## src/rtl/music_pkg.sv

```systemverilog
// music_pkg: shared widths, end-of-song markers and reader state encoding
package music_pkg;
   localparam int NOTE_W = 6;
   localparam int DUR_W = 6;
   localparam int IDX_W = 5;
   localparam int SONG_W = 2;
   localparam int ADDR_W = SONG_W + IDX_W;
   localparam int ROM_W = NOTE_W + DUR_W;
   localparam int ROM_DEPTH = 1 << ADDR_W;
   localparam int ROM_BITS = ROM_DEPTH * ROM_W;
   localparam logic [DUR_W-1:0] END_DUR = '0;
   localparam logic [NOTE_W-1:0] REST_NOTE = '0;
   typedef enum logic [2:0] {IDLE, FETCH, DECODE, WAIT, DONE} state_t;
endpackage

```

## src/rtl/song_reader_if.sv

```systemverilog
// song_reader_if: controller/note-player handshake bundle around the song reader
interface song_reader_if;
   import music_pkg::*;
   logic play;
   logic [SONG_W-1:0] song;
   logic reset_play;
   logic note_done;
   logic new_note;
   logic [NOTE_W-1:0] note;
   logic [DUR_W-1:0] duration;
   logic song_done;
   modport master (output play, song, reset_play, note_done, input new_note, note, duration, song_done);
   modport slave (input play, song, reset_play, note_done, output new_note, note, duration, song_done);
endinterface

```

## src/rtl/song_rom.sv

```systemverilog
// song_rom: 128-entry {note, duration} table with a registered, enabled read
module song_rom
   import music_pkg::*;
#(
   parameter logic [ROM_BITS-1:0] INIT = '0
) (
   input logic clk,
   input logic en,
   input logic [ADDR_W-1:0] addr,
   output logic [ROM_W-1:0] data
);
   // read only on fetch so a song change mid-note cannot disturb decoded data
   always_ff @(posedge clk) begin
      if (en) data <= INIT[addr*ROM_W +: ROM_W];
   end
endmodule

```

## src/rtl/song_reader.sv

```systemverilog
// song_reader: walks a song's note table and hands notes to the note player
module song_reader
   import music_pkg::*;
#(
   parameter logic [ROM_BITS-1:0] ROM_INIT = '0
) (
   input logic clk,
   input logic reset,
   song_reader_if.slave bus
);
   state_t state, state_n;
   logic [IDX_W-1:0] index;
   logic [ROM_W-1:0] rom_data;
   logic [NOTE_W-1:0] rom_note;
   logic [DUR_W-1:0] rom_dur;
   logic fire;
   assign rom_note = rom_data[ROM_W-1:DUR_W];
   assign rom_dur = rom_data[DUR_W-1:0];
   assign fire = state == DECODE && bus.play && rom_dur != END_DUR;
   song_rom #(.INIT(ROM_INIT)) u_rom (
      .clk(clk),
      .en(state == FETCH),
      .addr({bus.song, index}),
      .data(rom_data)
   );
   // next state: pause freezes DECODE, the last table slot ends the song
   always_comb begin
      state_n = state;
      case (state)
         IDLE: state_n = bus.play ? FETCH : IDLE;
         FETCH: state_n = DECODE;
         DECODE: state_n = !bus.play ? DECODE : (rom_dur == END_DUR ? DONE : WAIT);
         WAIT: state_n = !bus.note_done ? WAIT : (index == '1 ? DONE : IDLE);
         default: state_n = DONE;
      endcase
   end
   // state, index and output registers; rewind has the same effect as reset
   always_ff @(posedge clk) begin
      if (!reset || bus.reset_play) begin
         state <= IDLE;
         index <= '0;
         bus.new_note <= 1'b0;
         bus.note <= REST_NOTE;
         bus.duration <= '0;
         bus.song_done <= 1'b0;
      end else begin
         state <= state_n;
         bus.new_note <= fire;
         if (fire) begin
            bus.note <= rom_note;
            bus.duration <= rom_dur;
         end
         if (state == WAIT && bus.note_done && index != '1) index <= index + 1'b1;
         bus.song_done <= state_n == DONE;
      end
   end
endmodule

```

## src/flat_wrapper.sv

```systemverilog
// flat-port wrapper written by rule: the top's interface ports become plain ports
module song_reader_flat import music_pkg::*;
#(
   parameter logic [ROM_BITS-1:0] ROM_INIT = '0
)
  (clk, reset, bus_play, bus_song, bus_reset_play, bus_note_done, bus_new_note, bus_note, bus_duration, bus_song_done);
  song_reader_if bus_i ();
  input logic clk;
  input logic reset;
  input wire logic [$bits(bus_i.play)-1:0] bus_play;
  input wire logic [$bits(bus_i.song)-1:0] bus_song;
  input wire logic [$bits(bus_i.reset_play)-1:0] bus_reset_play;
  input wire logic [$bits(bus_i.note_done)-1:0] bus_note_done;
  output wire logic [$bits(bus_i.new_note)-1:0] bus_new_note;
  output wire logic [$bits(bus_i.note)-1:0] bus_note;
  output wire logic [$bits(bus_i.duration)-1:0] bus_duration;
  output wire logic [$bits(bus_i.song_done)-1:0] bus_song_done;
  assign bus_i.play = bus_play;
  assign bus_i.song = bus_song;
  assign bus_i.reset_play = bus_reset_play;
  assign bus_i.note_done = bus_note_done;
  assign bus_new_note = bus_i.new_note;
  assign bus_note = bus_i.note;
  assign bus_duration = bus_i.duration;
  assign bus_song_done = bus_i.song_done;
  song_reader #(.ROM_INIT(ROM_INIT)) u_core (.clk(clk), .reset(reset), .bus(bus_i));
endmodule
```

## config.mk

```make
export PLATFORM = sky130hd
export DESIGN_NAME = song_reader_flat
export DESIGN_NICKNAME = d
export VERILOG_FILES = /design/src/rtl/music_pkg.sv /design/src/rtl/song_reader_if.sv /design/src/rtl/song_rom.sv /design/src/rtl/song_reader.sv /design/src/flat_wrapper.sv
export SDC_FILE = /design/constraint.sdc
export NUM_CORES = 1
export LEC_CHECK = 0
export ABC_AREA = 1
export BUFFER_PORTS_ARGS = -buffer_cell sky130_fd_sc_hd__buf_2
export CORE_MARGIN = 1.5
export CORE_UTILIZATION = 40
export DETAILED_ROUTE_END_ITERATION = 7
export SYNTH_ARGS = -nofsm -noshare
export SYNTH_HDL_FRONTEND = slang
export SYNTH_HIERARCHICAL = 1
export SYNTH_SLANG_ARGS = --single-unit
```

## constraint.sdc

```tcl
create_clock -name clk -period 2.8 [get_ports clk]
set_input_delay 0.42 -clock clk [delete_from_list [all_inputs] [get_ports clk]]
set_output_delay 0.42 -clock clk [all_outputs]
set_load 0.03 [all_outputs]
```

* Word-level counts from Yosys, hierarchy flattened *
Cells that the tools add are included.

storage, ports and cells
  input port bits = 7
  flip-flop bits (word level) = 34

cells by class
  eq/ne operators = 6
  multiply operators = 1
  reduce and logical (&&, ||, !) cells = 9
  shifts and indexed selects = 1
  $add $sub $neg = 1
  mux-type cells = 6

operator list
  kind                                                                              number
  1536-bit by 12-bit variable part select with 12-bit output, first input constant  1
  3-bit 2-to-1 mux                                                                  4
  3-bit case mux with 4 select lines                                                1
  7-bit by 2-bit multiplier with 9-bit output, second input constant                1
  3-bit by 2-bit == test with 1-bit output, second input constant                   2
  6-bit logical NOT                                                                 1
  6-bit nonzero test                                                                1
  5-bit by 1-bit adder with 5-bit output, second input constant                     1
  5-bit == test, second input constant                                              1
  5-bit != test, second input constant                                              1
  1-bit logical AND                                                                 4
  3-bit by 1-bit == test with 1-bit output, second input constant                   1
  3-bit == test, second input constant                                              1
  3-bit logical NOT                                                                 1
  1-bit logical NOT                                                                 1
  1-bit logical OR                                                                  1
  1-bit 2-to-1 mux                                                                  1

* Depth between registers and ports, before layout *
  word-level depth = 5
  gate-level depth with buffers = 8
  depth with buffers taken out = 8

* Modules after synthesis *
The synthesis kept the hierarchy.

modules (own cells, without submodules)
  module       area each (µm²)  instances  cells each
  song_reader  1091.0           1          156
  song_rom     93.8             1          13

* Worst setup path after synthesis *
No wires, ideal clock.

  path kind = flip-flop to flip-flop
  start point = register u_core.index[0]
  end point = register u_core.index[3]
  period minus slack after synthesis = 1.356 ns
  arrival = 1.283 ns
  setup slack = 1.444 ns
  required time = 2.727 ns
  cell stages (with the launch flop) = 8
  cells stage by stage = dfxtp_1 -> ha_1 -> nand2_1 -> nor2_1 -> ha_1 -> nor3_2 -> nand2_1 -> a21oi_1

on the way
  longest elaborated chain between the ends = 2
  elaborated cells on any way between the ends = 3
  those cells by class = add/sub (1); eq/ne (1); reduce/logical (1)

ends and longest elaborated chain
  element                                                                                         RTL line           RTL
  start: declaration                                                                              song_reader.sv:12  logic [IDX_W-1:0] index;
  start signal: assignment                                                                        song_reader.sv:53  if (state == WAIT && bus.note_done && index != '1) index <= index + 1'b1;
  parallel branches: the longest is 2 deep, another holds 5-bit by 1-bit adder with 5-bit output  --

Several ways; the timed one is not identified.
A chain may end at the register's enable or synchronous reset.

* Worst setup path in the final report *
  start point = register u_core.index[0]
  end point = register u_core.index[2]

The elaborated chain is that of the path after synthesis.

==> Flow_metrics.wiki <==
{| class="wikitable"
! Metric !! Value
|-
| Summed negative setup slack over all endpoints || 0 ns
|-
| Share of final-layout standard cells stronger than drive strength 1 || 0.167
|-
| Wire per inst || 8.89 um
|-
| Worst path buffer plus inverter count || 0
|-
| TritonCTS buffer count || 3
|-
| RSZ-0062 raised after global routing || no
|-
| Num rows || 19
|-
| Dpl hpwl || roughly 1400 um
|-
| Initial DRC Count || 26
|-
| Mapped cell area || approximately 1200 sq um
|-
| Post-detailed-routing wire length || slightly below 2000 um
|-
| P per Cell Area || between 400 and 500 nW/um^2
|-
| Fraction of the cycle the final worst path needs || 0.555
|-
| Gates resized, CTS repair || 0
|-
| Count of input and output buffers || 18
|-
| Clock tree skew after final layout || between 0.008 and 0.009 ns
|-
| Max-slew violation total from the final report || 0
|-
| Initial core utilization || 0.426
|-
| Clock tree buffer depth || 2
|-
| Number of setup buffers added after CTS || 0
|-
| Floorplan die height || between 50 and 60 um
|-
| Number of flops mapped to enable cells by yosys || 0
|-
| Maximum number of pins on one net before global-route repair || 26
|-
| Critical-path top delay cell || dfxtp_1
|-
| Area delta synth->final || 7.92%
|-
| Hold_ws || between 0.4 and 0.5 ns
|-
| CTS Root Cell || clkbuf_4
|-
| Clock tree from TritonCTS || built
|-
| Final nets || slightly below 200
|-
| Die area || about 3300 sq um
|-
| Transition time of the tightest slew-check pin || 0.552 ns
|-
| Path category of the worst min-delay check || in -> reg
|-
| Critical Path Fanout Max || 5
|-
| Top-level I/O count || 21
|-
| Signal arrival time at the worst endpoint || 1.79 ns
|-
| Async set-reset flop share out of synthesis || 0
|-
| Required time of the critical path || 3.04 ns
|-
| Vias per Instance || 4.58
|-
| Share of synthesized area occupied by flip-flops and latches || 0.372
|-
| Routability-driven placement congestion ratio || a little under 0.7
|-
| Synth Area per Inst || ~7 sq um
|-
| Standby leakage power || around 0.00054 uW
|-
| DRC Markers || 0
|-
| Count of filler cells inserted in the layout || 299
|-
| Synth top area share || 0.372
|-
| Outcome || completed
|-
| Number of clock sinks seen by CTS || 22
|-
| Cells traversed along the worst timing path || ha_1 > nand2_1 > nor2_1 > ha_1 > nor3_2 > nand2_1 > a21oi_1
|-
| Dominant cell type by area after synthesis || dfxtp_1
|-
| List of most frequent post-synthesis cells || nand2_1 (34), dfxtp_1 (22), inv_1 (22), nor2_1 (22), a21oi_1 (21)
|-
| Most frequently used flop master after synthesis || dfxtp_1
|-
| Floorplan die width || ~57 um
|-
| Total of endpoints with negative setup slack in the final report || 0
|-
| Post-layout min period || about 1.6 ns
|-
| CTS Hold Buffers Added || 0
|-
| Top cells by area in the synthesized netlist || dfxtp_1 (37%), nand2_1 (11%), a21oi_1 (8.9%)
|-
| Largest stage delay, worst path || ~0.37 ns
|-
| Number of max-cap violations || 0
|-
| Number of antenna-violating nets in the routed design || 0
|-
| H-tree levels || 1
|-
| Synth unique cells || 22
|-
| Via count of the first global-routing pass || around 930
|-
| Core Footprint || 2780 sq um
|-
| Seq cells post-synth || 22
|-
| Skew-Pair Late Insertion Delay || ~0.3 ns
|-
| Grt total ovfl || 0
|-
| First-pass iteration count of the detailed router || 4
|-
| Number of failing hold endpoints at the final stage || 0
|-
| Number of antenna violations at the first check in global routing || 0
|-
| WS Path Type || reg -> reg
|-
| Cell with the most instances after synthesis || nand2_1
|-
| Maximum vdd ir drop || about 370 uV
|-
| Family of cells with the greatest summed delay on the critical path || simple AND/OR/NAND/NOR gates
|-
| Critical path capture point type || flop
|-
| Clock-pin slew on the worst setup and hold paths || about 0.12 ns
|-
| GR Util All Layers || 0.137
|-
| Wire length of the first global-routing pass || roughly 3600 um
|-
| Max Freq || 644 MHz
|-
| Yosys warning count || 6
|-
| Tightest slew margin relative to the limit || 0.631
|-
| Antenna diode count || 0
|-
| Type of element launching the critical path || flop
|-
| Number of vias in the routed layout || a little under 1k
|-
| Mapped Cells || 169
|}
[power by group]
part,switching [uW],leakage [uW],internal (uW)
Sequential,2.24,0.000177,316
Clock,92.9,0.0000279,145
Combinational,31.8,0.000337,14.9
[per-stage QoR]
stage | setup WS (ns) | instance area [sq um] | instances | total power (uW) | util
2_1_floorplan | 1.44 | 1230 | 180 | 374 | -
3_3_place_gp | 1.32 | 1230 | 213 | 369 | 0.441
3_5_place_dp | 1.27 | 1230 | 213 | 370 | 0.441
4_1_cts | 1.24 | 1280 | 217 | 614 | 0.460
5_1_grt | 1.10 | 1280 | 217 | 634 | 0.460
6_report | 1.25 | 1280 | 217 | 602 | 0.460
[flip-flops by register name, summed over array words and instances (netlist names)]
name,cells
u_core/bus.note,6
u_core/index,5
u_core/bus.song_done,1
u_core/state,3
u_core/bus.duration,6
u_core/bus.new_note,1
[final cells by class]
class / instances / area (sq um) / share of cell area
Sequential cell: 22 / 440 / 0.344
Multi-Input combinational cell: 118 / 563 / 0.440
Tap cell: 31 / 38.8 / 0.0303
Clock inverter: 1 / 30.0 / 0.0235
Clock buffer: 3 / 22.5 / 0.0176
Inverter: 23 / 86.3 / 0.0675
Timing Repair Buffer: 19 / 97.6 / 0.0763
[path summary, 6_finish.rpt]
check / startpoint / to / slack, ns / cells after the start
max reg2reg: u_core/index[0] / u_core/index[2] / 1.25 / 7
max: u_core/index[0] / u_core/index[2] / 1.25 / 7
min: bus_play / u_core/state[2] / 0.45 / 3
min reg2reg: u_core/index[4] / u_core/index[4] / 0.49 / 2
[placed cells by master (no fill, tap or decap)]
cell type,Yosys,final
a21oi_2,1,1
nand4_1,2,2
clkinv_1,1,1
conb_1,1,12
nand2_4,1,1
nand2_1,34,34
bufinv_16,0,1
buf_4,13,1
nand3_2,2,2
o21ai_0,1,1
nor3_2,1,1
inv_1,22,22
ha_1,2,2
nor2_1,22,22
nand3_1,14,14
clkbuf_4,0,3
xor2_1,1,1
a21oi_1,21,21
dfxtp_1,22,22
nor2_2,2,2
o21a_1,1,1
buf_2,1,18
nor2_4,1,1
[layer usage]
| metal | vias up | global-route usage | share of wire |
|---|---|---|---|
| met1 | 430 | 0.163 | 0.45 |
| met5 | - | 0 | 0 |
| li1 | 541 | - | - |
| met2 | 20 | 0.244 | 0.49 |
| met3 | 2 | 0.0408 | 0.049 |
| met4 | 0 | 0.0299 | 0.0047 |
[tightest hold or removal path, cell delays in order]
cell     delay [ns]
buf_2          0.12
nand3_1        0.10
a21oi_1        0.06
[cells by family (layout without fill, tap and decap cells)]
group / count (synthesis) / in the layout / synth area share
other: 1 / 12 / 0.00316
adders and majority gates: 2 / 2 / 0.0211
xor gates and xnor gates: 1 / 1 / 0.00739
DFF: 22 / 22 / 0.372
AOI/OAI and AO/OA: 24 / 24 / 0.107
buffers and inverters: 40 / 46 / 0.188
and+or+nand+nor: 79 / 79 / 0.302
Note: power is estimated with default switching activity, not from simulation.
